**config.mk**
```make
export PLATFORM = sky130hd
export DESIGN_NAME = ex_mem_pipe_stage
export DESIGN_NICKNAME = d
export VERILOG_FILES = /design/src/rtl/ex_mem_pipe_stage.sv
export SDC_FILE = /design/constraint.sdc
export NUM_CORES = 1
export LEC_CHECK = 0
export BUFFER_PORTS_ARGS = -buffer_cell sky130_fd_sc_hd__buf_2
export CAP_MARGIN = 20
export CORE_MARGIN = 3
export CORE_UTILIZATION = 45
export CTS_BUF_LIST = sky130_fd_sc_hd__clkbuf_16
export DETAILED_ROUTE_END_ITERATION = 8
export PLACE_DENSITY = 0.8
export SYNTH_ARGS = -nofsm -noshare
export SYNTH_HDL_FRONTEND = slang
export SYNTH_SLANG_ARGS = --single-unit
```
**constraint.sdc**
```tcl
create_clock -name clk -period 1.7 [get_ports clk]
set_input_delay 0.17 -clock clk [delete_from_list [all_inputs] [get_ports clk]]
set_output_delay 0.17 -clock clk [all_outputs]
set_load 0.005 [all_outputs]
```
**src/rtl/ex_mem_pipe_stage.sv**
```systemverilog
// ex_mem_pipe_stage
// -----------------------------------------------------------------------------
// EX/MEM pipeline register with a valid/ready handshake, a one-entry skid
// buffer behind the main register (two entries total), and a flush that kills
// everything held.
//
// When MEM back-pressures, EX can keep issuing for one more cycle without
// losing an instruction. A branch or exception flush drops both stored
// entries and the input presented in that cycle.
//
// Ports
//   clk, rst_n            clock (rising edge), asynchronous active-low reset
//   flush                 kill stored entries and drop this cycle's input
//   in_valid / in_ready   EX-side handshake; in_ready is register-driven
//   aluresult, rd, MemRead, MemtoReg, MemWrite, RegWrite,
//   ex_forwarded_rtdata   EX payload
//   out_valid / out_ready MEM-side handshake
//   aluresultout, rdout, MemtoRegout, mem_forwarded_rtdata
//                         registered payload (holds last value when invalid)
//   MemReadout, MemWriteout, RegWriteout
//                         control bits qualified by out_valid
//   occupancy             number of entries held (0..2)
//
// Optional build macro EXMEM_PERF_CNT_EN adds two saturating 32-bit counters:
//   stall_cycles          cycles with out_valid & !out_ready
//   flush_kills           entries discarded by flush, including a dropped input
// -----------------------------------------------------------------------------
module ex_mem_pipe_stage #(
  parameter int DATA_W        = 32,
  parameter int REG_ADDR_W    = 5,
  parameter int ZERO_REG_KILL = 1
) (
  input  logic                  clk,
  input  logic                  rst_n,
  input  logic                  flush,
  input  logic                  in_valid,
  output logic                  in_ready,
  input  logic [DATA_W-1:0]     aluresult,
  input  logic [REG_ADDR_W-1:0] rd,
  input  logic                  MemRead,
  input  logic                  MemtoReg,
  input  logic                  MemWrite,
  input  logic                  RegWrite,
  input  logic [DATA_W-1:0]     ex_forwarded_rtdata,
  output logic                  out_valid,
  input  logic                  out_ready,
  output logic [DATA_W-1:0]     aluresultout,
  output logic [REG_ADDR_W-1:0] rdout,
  output logic                  MemReadout,
  output logic                  MemtoRegout,
  output logic                  MemWriteout,
  output logic                  RegWriteout,
  output logic [DATA_W-1:0]     mem_forwarded_rtdata,
  output logic [1:0]            occupancy
`ifdef EXMEM_PERF_CNT_EN
  ,
  output logic [31:0]           stall_cycles,
  output logic [31:0]           flush_kills
`endif
);

  // Packed payload: {aluresult, rd, MemRead, MemtoReg, MemWrite, RegWrite, rtdata}
  localparam int PAY_W = 2 * DATA_W + REG_ADDR_W + 4;

  logic [PAY_W-1:0] inPay;
  logic [PAY_W-1:0] mainPay;
  logic [PAY_W-1:0] skidPay;
  logic             mainValid;
  logic             skidValid;
  logic             inFire;
  logic             outFire;
  logic             mainFree;
  logic             mainMemRead;
  logic             mainMemWrite;
  logic             mainRegWrite;
  logic             regWriteKill;

  assign inPay = {aluresult, rd, MemRead, MemtoReg, MemWrite, RegWrite,
                  ex_forwarded_rtdata};

  // Ready depends only on skid state, so there is no combinational path
  // from out_ready back to EX.
  assign in_ready  = !skidValid;
  assign out_valid = mainValid;
  assign inFire    = in_valid & in_ready & !flush;
  assign outFire   = mainValid & out_ready;
  assign mainFree  = !mainValid | outFire;

  always_ff @(posedge clk or negedge rst_n) begin
    if (!rst_n) begin
      mainValid <= 1'b0;
      skidValid <= 1'b0;
      mainPay   <= '0;
      skidPay   <= '0;
    end else if (flush) begin
      // Payload registers keep their contents; only the valid bits drop.
      mainValid <= 1'b0;
      skidValid <= 1'b0;
    end else if (mainFree) begin
      // inFire implies the skid is empty, so a skid refill can never coincide
      // with a skid->main promotion; the older skid entry always goes first.
      if (skidValid) begin
        mainPay   <= skidPay;
        mainValid <= 1'b1;
        skidValid <= 1'b0;
      end else if (inFire) begin
        mainPay   <= inPay;
        mainValid <= 1'b1;
      end else begin
        mainValid <= 1'b0;
      end
    end else if (inFire) begin
      skidPay   <= inPay;
      skidValid <= 1'b1;
    end
  end

  assign {aluresultout, rdout, mainMemRead, MemtoRegout, mainMemWrite,
          mainRegWrite, mem_forwarded_rtdata} = mainPay;

  // Writes to the hard-wired zero register are suppressed at the source so
  // MEM/WB never sees them as real register writes.
  generate
    if (ZERO_REG_KILL != 0) begin : gZeroKill
      assign regWriteKill = (rdout == '0);
    end else begin : gNoZeroKill
      assign regWriteKill = 1'b0;
    end
  endgenerate

  // Bubbles must never load, store or write a register.
  assign MemReadout  = mainMemRead  & mainValid;
  assign MemWriteout = mainMemWrite & mainValid;
  assign RegWriteout = mainRegWrite & mainValid & !regWriteKill;

  assign occupancy = {1'b0, mainValid} + {1'b0, skidValid};

`ifdef EXMEM_PERF_CNT_EN
  logic [1:0]  killsNow;
  logic [32:0] killSum;

  // A flush drops every held entry plus any input offered in the same cycle.
  assign killsNow = {1'b0, mainValid} + {1'b0, skidValid} + {1'b0, in_valid};
  assign killSum  = {1'b0, flush_kills} + {31'b0, killsNow};

  always_ff @(posedge clk or negedge rst_n) begin
    if (!rst_n) begin
      stall_cycles <= '0;
      flush_kills  <= '0;
    end else begin
      if (mainValid && !out_ready && (stall_cycles != '1)) begin
        stall_cycles <= stall_cycles + 32'd1;
      end
      if (flush) begin
        flush_kills <= killSum[32] ? '1 : killSum[31:0];
      end
    end
  end
`endif

endmodule
```
### Yosys cells after proc, flatten, opt, wreduce, memory -nomap -nowiden

Index checks and enable logic that the tools add are counted.

| storage, ports and cells | value |
|---|---|
| register bits after elaboration | 148 |
| word-level logic and storage cells | 34 |
| output and inout port bits | 77 |
| input bits | 78 |

| cells by class | value |
|---|---|
| reductions and logical operators | 10 |
| $add $sub $neg | 1 |
| bitwise operators | 10 |
| mux-type cells | 9 |

Operator list:

| cell | number |
|---|---|
| 73-bit 2-to-1 mux | 2 |
| 1-bit AND | 7 |
| 1-bit 2-to-1 mux | 7 |
| 3-bit AND reduction | 2 |
| 5-bit logical NOT | 1 |
| 1-bit logical NOT | 4 |
| 2-bit nonzero test | 2 |
| 3-bit nonzero test | 1 |
| 1-bit by 1-bit adder with 2-bit output | 1 |
| 1-bit NOT | 2 |
| 1-bit bitwise OR | 1 |

### Depth between registers and ports, before layout

| depth | value |
|---|---|
| depth after elaboration | 7 |
| mapped depth | 4 |
| gate-level depth less buffers | 3 |

### Least setup slack after synthesis

OpenSTA, ideal clock, no wires.

| path | value |
|---|---|
| path kind | reg2reg |
| start | reg mainValid (netlist: out_valid) |
| end | reg mainPay[42] |
| data required time | 1575 ps |
| buffers on the path | 1 |
| slack | 58 ps |
| stages on the path, launching flop included | 5 |
| clock period less this slack | 1642 ps |
| library setup time | 125 ps |
| arrival time | 1518 ps |
| path through | dfrtp_1 > nor2b_4 > nor3_4 > buf_6 > mux2_2 |

| on the way | value |
|---|---|
| word-level cells in the longest chain between the ends | 3 |
| elaborated cells between the ends (all ways) | 4 |
| those cells by class | 2 x bitwise; 2 x reduce/logical |

Ends and longest elaborated chain:

| element | RTL line | source |
|---|---|---|
| start: declaration | 68 | `logic mainValid;` |
| start signal: assignment | 91 | `mainValid <= 1'b0;` |
| start signal: assignment | 97 | `mainValid <= 1'b0;` |
| start signal: assignment | 104 | `mainValid <= 1'b1;` |
| 1-bit AND or 1-bit logical NOT (tied branches) | 86, 87 |  |
| 1-bit bitwise OR (*) | 87 | `assign mainFree = !mainValid \| outFire;` |
| 3-bit AND reduction (no source line) (*) | n/a |  |
| end signal: assignment | 103 | `mainPay <= skidPay;` |
| end signal: assignment | 107 | `mainPay <= inPay;` |
| end: declaration | 66 | `logic [PAY_W-1:0] mainPay;` |

Mark *: on every way between the ends. The rest lies on a longest branch, timed or not.
A chain may end at the register's enable or synchronous reset.

### Final worst setup path

| path | value |
|---|---|
| start | reg mainPay[37] |
| end | out RegWriteout |

| on the way | value |
|---|---|
| word-level cells in the longest chain between the ends | 3 |

Ends and longest elaborated chain:

| element | RTL line | source |
|---|---|---|
| 5-bit logical NOT | 125 | `assign regWriteKill = (rdout == '0);` |
| 1-bit logical NOT | 134 | `assign RegWriteout = mainRegWrite & mainValid & !regWriteKill;` |
| 1-bit AND | 134 |  |
| end: declaration | 52 | `output logic RegWriteout,` |

Every way passes these cells.

==> flow_summary_export.csv <==
group,metric,value,unit
logic_synthesis,avgSynthCellArea,14.8,um2
critical_path,crit_slowest_cell,"or3_4",
critical_path,endpoint_kind,"output pin",
global_route,grt_max_degree,46,
routing,wl,15100,um
timing,final.setup.worst_slack,-0.0794,ns
timing,fmax,562,MHz
global_route,grt_pass1_vias,4693,
routing,via_count,4189,
die,dieHeight,131,um
critical_path,cp_max_fo,2,
logic_synthesis,synth_top_flop_cell,"dfrtp_1",
logic_synthesis,synth_top_area_share,53.0,%
clock_tree,cts_root_buf,"clkbuf_16",
die,core-area,14900,um2
logic_synthesis,ys_warn_count,0,
pwr,power.density,1130,nW/um2
pwr,fin_total_pwr,10.1,mW
critical_path,crit_chain,"or3_4, o311a_1, buf_2",
global_route,grt_pass1_wl,23600,um
logic_synthesis,synth.largest_area_cell,"dfrtp_1",
timing,finalSetupViolations,1,
timing,hold_violations,0,
clock_tree,htree_levels,4,
critical_path,arrival,1.61,ns
logic_synthesis,synth-edff-count,0,
clock_tree,cts_buffers,17,
clock_tree,clk_pin_slew,0.06,ns
timing,tns,-0.0794,ns
timing,slew_headroom,71.9,%
layout,utilization,60.4,%
logic_synthesis,netlist_area,6990,um2
global_route,grt-ovfl-total,0,
pwr,p_sw,2.50,mW
timing,worst_slew_pin_slew,0.421,ns
die,ios,155,
pwr,power.share.switching,24.7,%
die,start_util,47.0,%
logic_synthesis,ys_top_cells_by_count,"213 x mux2_2, 148 x dfrtp_1, 69 x buf_4",
layout,fin_nets,729,
global_route,antenna_found_initial,0,
die,die_area,17100,um2
pwr,clkPwrFrac,35.5,%
timing,min_period_over_period,105,%
logic_synthesis,synthDistinctLibCells,19,
routing,drt_pre_antenna_iters,4,
pwr,p_leak,4.09,nW
placed_design,dp_slack,0.0939,ns
placed_design,gp_congestion,0.709,
critical_path,critPathKind,"reg2out",
logic_synthesis,ys_ff_latch,148,
status,status,"complete, but fails checks",
pwr,ir_drop,0.743,mV
timing,finalCriticalPeriod,1.78,ns
logic_synthesis,synthArstFlopShare,100,%
timing,whs,0.0235,ns
clock_tree,clock_latency,0.41,ns
placed_design,port_buffers,154,
routing,drt_iter0_drc,169,
min_path,min_path_type,"in2reg",
pwr,combPwrFrac,18.1,%
routing,drc,0,
routing,routed_via_density,4.95,
clock_tree,cts_tree,"built",
clock_tree,cts.sinks,148,
critical_path,start_kind,"register",
die,rows,44,
critical_path,cp_top_family,"simple AND/OR/NAND/NOR gates",
logic_synthesis,syn_nets,551,
global_route,track_usage,17.9,%
placed_design,dp_hpwl,9170,um
logic_synthesis,ys_seq_area_share,53.0,%
layout,drive_above_1_share,65.0,%
routing,ant_nets,0,
routing,wl_per_cell,17.8,um
timing,slew_violations,0,
layout,area_growth,28.3,%
timing,rsz0062_at_grt,"yes",
pwr,pwr-share-seq,46.4,%
pwr,p_int,7.61,mW
logic_synthesis,synth_area_leaders,"dfrtp_1 53%, mux2_2 34%, buf_4 7.4%, buf_6 2.3%, mux2_1 0.97%",
clock_tree,clock_path_buffers,2,
critical_path,cp.required,1.53,ns
logic_synthesis,synth_cells,472,
layout,antenna_cells,0,
timing,fin_worst_skew,0.00928,ns
logic_synthesis,yosysMostFrequentCell,"mux2_2",
critical_path,crit_path_max_incr_delay,0.40,ns
status,violations,"setup timing",
die,die-width,131,um
critical_path,path_buf_inv,1,
run,cap_violations,0,
-- layout by cell type (no fill, tap or decap), drive strengths merged --
cell type      n
a21oi          1
inv            3
nor2           2
nand2b         1
and2           2
ha             1
clkinvlp       1
buf          178
dlygate4sd3   70
clkinv         9
nor3           2
bufinv         2
o311a          1
nor2b          1
nand3          1
or3            1
clkbuf        19
mux2         219
dfrtp        148
-- worst register-to-register path, stage by stage (launching register included) --
cell     delay, ns
dfrtp_4       0.44
buf_4         0.14
nor2_4        0.04
nor3_4        0.20
buf_6         0.17
buf_12        0.18
mux2_2        0.38
-- registers in the layout, indices dropped and copies added, names as in the netlist --
name       count
mainPay       73
skidValid      1
skidPay       73
out_valid      1
-- power groups by stage --
| stage | Sequential, mW | Combinational, mW | Clock (mW) |
|---|---|---|---|
| floorplan | 4.61 | 1.40 | 0 |
| global placement | 4.68 | 1.55 | 0 |
| detailed placement | 4.74 | 1.65 | 0 |
| CTS | 4.68 | 1.81 | 3.68 |
| global route | 4.78 | 2.01 | 3.84 |
| finish | 4.69 | 1.83 | 3.59 |
-- stage by stage --
stage,cells,instance area [um2]
2_1_floorplan,472,6990
3_3_place_gp,731,7490
4_1_cts,840,8880
5_1_grt,846,8970
6_report,846,8970
3_5_place_dp,731,7490
-- path summary, 6_finish.rpt --
check,from,endpoint,slack (ns),depth (start not counted)
worst max-delay path,mainPay[37]$_DFFE_PN0P_,RegWriteout,-0.08,3
worst min-delay path,MemRead,skidPay[35]$_DFFE_PN0P_,0.02,2
worst max register to register,skidValid$_DFFE_PN0P_,mainPay[70]$_DFFE_PN0P_,0.03,6
worst min register to register,mainPay[45]$_DFFE_PN0P_,mainPay[45]$_DFFE_PN0P_,0.49,1
max in group asynchronous,rst_n,skidPay[11]$_DFFE_PN0P_,0.91,3
min in group asynchronous,rst_n,skidPay[62]$_DFFE_PN0P_,0.25,2
-- area by class of cell --
type	count	area, um2
clock buffer	17	425
tap	184	230
timing repair buffer	250	1880
sequential	148	3710
multi-input combinational	232	2590
inverter	1	3.75
clock inverter	14	136
fill	1128	5890
-- timing repair --
| action | 4_1_cts | 5_1_grt |
|---|---|---|
| cloned | 2 | 2 |
| pin swaps | 1 | 3 |
| gates resized for setup | 2 | 7 |
| setup buffers | 6 | 4 |
| hold buffers | 70 | 0 |
| endpoints found under the setup margin | 3 | 57 |
| endpoints found under the hold margin | 105 | 0 |
-- layer usage --
metal  vias up  GRT usage, %  routed length [um]
met5         -             0                   0
met4         0          6.84                 157
met3        13          4.63                 725
met2       116          31.9                7930
met1      2114          20.8                6250
li1       1946             -                   -
-- cells by family (layout without fill, tap and decap cells) --
group / after synthesis / count (layout) / share of synthesized area (%)
buf+inv: 92 / 282 / 10.3
compound gates: 2 / 2 / 0.215
mux: 219 / 219 / 35.3
simple gates: 10 / 10 / 1.11
fa+ha+maj: 1 / 1 / 0.179
flops: 148 / 148 / 53.0
Power figures use the tool's default switching activity.
